**src/rtl/dwc_window_gen.sv**
```systemverilog
// Raster-to-window generator: turns a row-major pixel stream into 3x3 interior
// windows packed {p0 .. p8} for the depthwise PE, one cycle after the pixel.
module dwc_window_gen #(
  parameter int DWIDTH = 8,
  parameter int K_SIZE = 3,
  parameter int IMG_W  = 32,
  parameter int IMG_H  = 32
) (
  input  logic                              clk,
  input  logic                              reset_n,
  input  logic                              Frame_Start,
  input  logic [DWIDTH-1:0]                 Pixel_In,
  input  logic                              Pixel_In_Valid,
  output logic [DWIDTH*K_SIZE*K_SIZE-1:0]   Window_Out,
  output logic                              Window_Out_Valid,
  output logic                              Frame_Done
);

  localparam int NP = K_SIZE * K_SIZE;
  localparam int CW = (IMG_W > 1) ? $clog2(IMG_W) : 1;
  localparam int RW = (IMG_H > 1) ? $clog2(IMG_H) : 1;

  logic [CW-1:0]        col_q, col_d, pos_col;
  logic [RW-1:0]        row_q, row_d, pos_row;
  logic [DWIDTH-1:0]    win_q [NP];
  logic [DWIDTH-1:0]    win_d [NP];
  logic [DWIDTH*NP-1:0] wout_q, wout_d;
  logic                 wv_q, wv_d;
  logic                 fd_q, fd_d;

  // Line buffers: lb1 holds row r-1, lb2 holds row r-2, indexed by column.
  logic [DWIDTH-1:0]    lb1_q [IMG_W];
  logic [DWIDTH-1:0]    lb2_q [IMG_W];

  always_comb begin
    pos_col = Frame_Start ? '0 : col_q;
    pos_row = Frame_Start ? '0 : row_q;
    col_d   = pos_col;
    row_d   = pos_row;
    win_d   = win_q;
    wout_d  = wout_q;
    wv_d    = 1'b0;
    fd_d    = 1'b0;
    if (Pixel_In_Valid) begin
      win_d[0] = win_q[1];
      win_d[1] = win_q[2];
      win_d[2] = lb2_q[pos_col];
      win_d[3] = win_q[4];
      win_d[4] = win_q[5];
      win_d[5] = lb1_q[pos_col];
      win_d[6] = win_q[7];
      win_d[7] = win_q[8];
      win_d[8] = Pixel_In;
      if (pos_col == CW'(IMG_W - 1)) begin
        col_d = '0;
        row_d = (pos_row == RW'(IMG_H - 1)) ? '0 : pos_row + 1'b1;
      end else begin
        col_d = pos_col + 1'b1;
      end
      // Columns c-2..c were all shifted in during this row, so c >= 2 never mixes rows.
      if (pos_row >= RW'(K_SIZE - 1) && pos_col >= CW'(K_SIZE - 1)) begin
        wv_d = 1'b1;
        fd_d = (pos_row == RW'(IMG_H - 1)) && (pos_col == CW'(IMG_W - 1));
        for (int k = 0; k < NP; k++) begin
          wout_d[(NP-k)*DWIDTH-1 -: DWIDTH] = win_d[k];
        end
      end
    end
  end

  always_ff @(posedge clk or negedge reset_n) begin
    if (!reset_n) begin
      col_q  <= '0;
      row_q  <= '0;
      wout_q <= '0;
      wv_q   <= 1'b0;
      fd_q   <= 1'b0;
      for (int k = 0; k < NP; k++) begin
        win_q[k] <= '0;
      end
    end else begin
      col_q  <= col_d;
      row_q  <= row_d;
      wout_q <= wout_d;
      wv_q   <= wv_d;
      fd_q   <= fd_d;
      win_q  <= win_d;
    end
  end

  always_ff @(posedge clk) begin
    if (Pixel_In_Valid) begin
      lb2_q[pos_col] <= lb1_q[pos_col];
      lb1_q[pos_col] <= Pixel_In;
    end
  end

  assign Window_Out       = wout_q;
  assign Window_Out_Valid = wv_q;
  assign Frame_Done       = fd_q;

endmodule

```
**config.mk**
```make
export PLATFORM = sky130hd
export DESIGN_NAME = dwc_window_gen
export DESIGN_NICKNAME = d
export VERILOG_FILES = /design/src/rtl/dwc_window_gen.sv
export SDC_FILE = /design/constraint.sdc
export NUM_CORES = 1
export LEC_CHECK = 0
export CORE_MARGIN = 2
export CORE_UTILIZATION = 38
export CTS_CLUSTER_SIZE = 14
export DETAILED_ROUTE_END_ITERATION = 12
export GPL_TIMING_DRIVEN = 0
export PLACE_DENSITY = 0.66
export SYNTH_ARGS = -nofsm -noshare
export SYNTH_HDL_FRONTEND = slang
export SYNTH_SLANG_ARGS = --single-unit
```
**constraint.sdc**
```tcl
create_clock -name clk -period 2.38 [get_ports clk]
set_input_delay 0.476 -clock clk [delete_from_list [all_inputs] [get_ports clk]]
set_output_delay 0.476 -clock clk [all_outputs]
set_load 0.01 [all_outputs]
```
Yosys cells after proc, flatten, opt, wreduce, memory -nomap -nowiden
Memories as Yosys holds them, arrays and structs flattened.
Index checks and enable logic that the tools add are counted.
{ "classes": {"addsub": 2, "n_mux": 13, "eq_ne": 2, "magnitude_cmp": 2, "reduce_logical": 3} }
{ "ops": {"columns": ["cell", "count"], "rows": [
  ["5-bit 2-to-1 mux", 7],
  ["5-bit by 1-bit adder with 5-bit output, second input constant", 2],
  ["5-bit equality test, second input constant", 2],
  ["5-bit by 2-bit greater-or-equal comparator with 1-bit output, second input constant", 2],
  ["1-bit 2-to-1 mux", 6],
  ["1-bit logical AND", 2],
  ["2-bit AND reduction", 1]
]} }
{ "word_totals": {"input_bits": 12, "n_memories": 2, "ramBits": 512, "register_bits": 132, "out_inout_bits": 74} }
{ "memory_table": {"columns": ["memory", "depth", "word_bits", "read_ports", "rd_ports_with_merged_regs", "wr", "line", "text"], "rows": [
  ["lb1_q", 32, 8, 1, 0, 1, "32", "logic [DWIDTH-1:0] lb1_q [IMG_W];"],
  ["lb2_q", 32, 8, 1, 0, 1, "33", "logic [DWIDTH-1:0] lb2_q [IMG_W];"]
]} }

Depth between registers and ports, before layout
{ "depth": {"word_depth": 5, "ltp_mapped": 10, "ltp_nobuf": 6} }

Worst setup path after synthesis
No wires, ideal clock.
{ "synth_timing": {"path_kind": "input-to-reg", "from": "in Frame_Start", "to": "mem lb2_q[0][6] (data pin)", "path_slack_ns": -0.223, "path_stages": 7, "arrival_time_ns": 2.154, "setup_time_ns": 0.449, "cell_sequence": "buf_4 o21bai_1 buf_2 a222oi_1 nor2_1 a2111oi_4 nand3b_1"} }
{ "synth_between": {"elab_chain_cells": 2} }
{ "synth_lines": {"columns": ["item", "line", "text"], "rows": [
  ["start: declaration", "11", "input logic Frame_Start,"],
  ["5-bit 2-to-1 mux", "36", "pos_col = Frame_Start ? '0 : col_q;"],
  ["memory 32 x 8 bit", null, null],
  ["end: declaration", "33", null]
]} }
No other way between the ends.

Worst setup path in the final report
{ "layout_timing": {"from": "reg col_q[0]", "to": "reg win_q[50] (netlist bit)"} }
{ "layout_between": {"elab_chain_cells": 2} }
{ "layout_lines": {"columns": ["item", "line", "text"], "rows": [
  ["start: declaration", "23", "logic [CW-1:0] col_q, col_d, pos_col;"],
  ["start signal: assignment", "82", "col_q <= col_d;"],
  ["5-bit 2-to-1 mux", "36", null],
  ["memory 32 x 8 bit", null, null],
  ["end signal: assignment", "87", "win_q <= win_d;"],
  ["end: declaration", "25", "logic [DWIDTH-1:0] win_q [NP];"]
]} }
No other way between the ends.
A chain may end at the register's enable or synchronous reset.

==> impl_metrics.env <==
export IMPL_fin_nets=1966
export IMPL_ios=86
export IMPL_crit_path_start_kind="register"
export IMPL_routedWlPerCell_um=29.25
export IMPL_slew_headroom_pct=-1.289
export IMPL_clock_sinks=644
export IMPL_utilization_pct=50.08
export IMPL_numCtsBuffers=66
export IMPL_finalCritPeriodShare_pct=120.6
export IMPL_insertion_delay_ns=0.61
export IMPL_cts_root_buf="clkbuf_16"
export IMPL_start_util_pct=38.51
export IMPL_port_buffers=84
export IMPL_irDropWorstVdd_mv=0.5157
export IMPL_drtIter0Drc=2571
export IMPL_clock_power_share_pct=37.7
export IMPL_grt_pass1_vias=16119
export IMPL_fin_skew_ns=0.02471
export IMPL_htree_levels=3
export IMPL_via_count=16939
export IMPL_firstDrtPassIters=7
export IMPL_synthCells=1625
export IMPL_yosysWarnings=0
export IMPL_final_cell_mix="edfxtp_1 (512), nand2_1 (236), dfrtp_1 (132)"
export IMPL_antenna_cells=0
export IMPL_synth_seq_cells=644
export IMPL_p_per_area_nw_per_um2=813.1
export IMPL_crit_required_ns=2.90
export IMPL_combPwrFrac_pct=14.8
export IMPL_cts_tree="built"
export IMPL_hold_violations=0
export IMPL_total_power_mw=26.86
export IMPL_antenna_found_initial=3
export IMPL_p_sw_mw=6.847
export IMPL_dp_hpwl_mm=49.31
export IMPL_fp_dieH_um=262.6
export IMPL_end_kind="register"
export IMPL_p_int_mw=20.02
export IMPL_clk_pin_slew_ns=0.07
export IMPL_period_needed_ns=2.871
export IMPL_layout_commonest_cell="edfxtp_1"
export IMPL_hold_class="in -> async"
export IMPL_syn_cell_area_um2=25410
export IMPL_ant_nets=0
export IMPL_setup_slack_ns=-0.4913
export IMPL_grt_pass1_wl_mm=114.1
export IMPL_syn_num_nets=1640
export IMPL_r2r_start="col_q[0]"
export IMPL_synth_edf_count=512
export IMPL_timing_fmax_mhz=348.3
export IMPL_synth_cell_type_count=74
export IMPL_violations="max-capacitance violations, max-slew violations, negative setup slack"
export IMPL_syn2layout_area_growth_pct=30.04
export IMPL_core_area_um2=65980
export IMPL_clk_path_buf_depth=3
export IMPL_die_w_um=262.6
export IMPL_startpoint="col_q[0]"
export IMPL_maxSlewViolCount=35
export IMPL_overflow=0
export IMPL_drv_cap=1
export IMPL_dieArea_um2=68950
export IMPL_ys_flop_type="edfxtp_1"
export IMPL_async_flop_share_pct=20.50
export IMPL_rsz0062_at_grt="yes"
export IMPL_seqPwrFrac_pct=47.4
export IMPL_p_sw_share_pct=25.49
export IMPL_path_class="reg -> reg"
export IMPL_tightest_slew_ns=1.515
export IMPL_synth_avg_cell_area_um2=15.64
export IMPL_gp_congestion=0.9408
export IMPL_totalWireLength_mm=83.79
export IMPL_power_leakage_nw=11.70
export IMPL_remaining_drc_errors=0
export IMPL_crit_arrival_ns=3.39
export IMPL_grtUsageTotal_pct=22.82
export IMPL_viasPerCell=5.912
export IMPL_crit_fanout=10
export IMPL_rows=94
export IMPL_synth_seq_area_share_pct=73.51
export IMPL_grt_max_degree=85
export IMPL_status="finished with violations"
export IMPL_drive_above_1_share_pct=32.53
export IMPL_setup_violations=402
==> kinds of logic (layout without fill, tap and decap cells) <==
| family | Yosys count | after routing | synth area share (%) |
|---|---|---|---|
| DFF | 644 | 644 | 73.51 |
| and+or+nand+nor | 448 | 462 | 8.184 |
| adders and majority gates | 3 | 3 | 0.1477 |
| xor gates and xnor gates | 3 | 3 | 0.1034 |
| muxes | 166 | 166 | 8.253 |
| buffers and inverters | 109 | 471 | 2.393 |
| AOI/OAI and AO/OA | 252 | 252 | 7.406 |
==> synthesized netlist by cell type (all sizes together) (24+ instances only) <==
library cell / number / area [um2]
clkbuf: 35 / 131.4
dfrtp: 132 / 3303
mux2: 98 / 1104
edfxtp: 512 / 15370
buf: 68 / 451.7
nor2: 86 / 322.8
a21oi: 48 / 240.2
mux4: 25 / 563.0
a31oi: 25 / 156.4
a22oi: 24 / 180.2
nor2b: 33 / 209.0
nand2: 246 / 923.4
a211oi: 28 / 215.2
mux2i: 43 / 430.4
==> power by group through the flow <==
stage | clock network (mW) | logic [mW] | registers [mW]
global route | 10.6 | 4.02 | 12.8
finish | 10.1 | 3.98 | 12.7
global placement | 0 | 2.54 | 13.0
detailed placement | 0 | 2.60 | 13.0
floorplan | 0 | 1.44 | 12.9
CTS | 10.2 | 3.15 | 12.7
==> stage by stage <==
step                      worst slack (ns)  hold WS [ns]  instance area, um2  TNS (ns)  std cells
after floorplan                    -0.1918        0.1804               25500    -36.12       1625
after global placement              -4.064        0.4544               27430  -2041.29       2573
after detailed placement            -2.329        0.4479               27630  -1408.30       2583
after CTS                          -0.3063        0.3958               31600    -89.56       2798
after global routing               -0.4068        0.4337               33040    -67.64       2865
final                              -0.4913        0.3931               33040    -67.38       2865
==> area by class of cell <==
| class | instances | area, um2 |
|---|---|---|
| Sequential cell | 644 | 18680 |
| Tap cell | 864 | 1081 |
| Inverter | 6 | 32.53 |
| Clock buffer | 83 | 1884 |
| Multi-Input combinational cell | 886 | 7500 |
| Timing Repair Buffer | 249 | 2619 |
| Clock inverter | 35 | 222.7 |
| Buffer | 98 | 1023 |
| Fill cell | 5209 | 32940 |
==> critical path: stages (launching register included) <==
cell and delay [ns]:
dfrtp_1 0.38, buf_6 0.18, buf_4 0.14, buf_12 0.17, buf_4 0.16, clkbuf_16 0.13
and3b_1 0.15, a211oi_1 0.04, o31ai_1 1.09, nor4_2 0.14, a21oi_1 0.19
==> worst paths after layout <==
kind	end	slack (ns)	depth (start not counted)
setup / recovery	win_q[50]	-0.49	10
hold / removal	Window_Out_Valid	0.39	2
setup reg to reg	win_q[50]	-0.49	10
hold reg to reg	Window_Out[42]	0.47	2
min in group clk	Window_Out[42]	0.47	2
max in group asynchronous	Window_Out[7]	1.24	3
==> what timing repair did <==
item                                    CTS  global route
hold endpoints to repair                 48             0
resized for setup                       188           209
pin swaps                                51            40
gates cloned                              8            10
endpoints found under the setup margin  867           812
hold buffers                              1             0
setup buffers                            90            63
==> routing by layer <==
metal	part of all wire (%)	global-route usage, %	wire (um)
met2	44	34.82	37140
met3	12	4.948	10350
met5	0.16	0	130
met4	6.9	13.30	5759
met1	36	30.19	30420
==> registers in the layout, summed over array words and instances (netlist names) <==
name / cells
Window_Out: 72
lb2_q: 256
win_q: 48
col_q: 5
Frame_Done: 1
row_q: 5
lb1_q: 256
Window_Out_Valid: 1
Power figures use the tool's default switching activity.
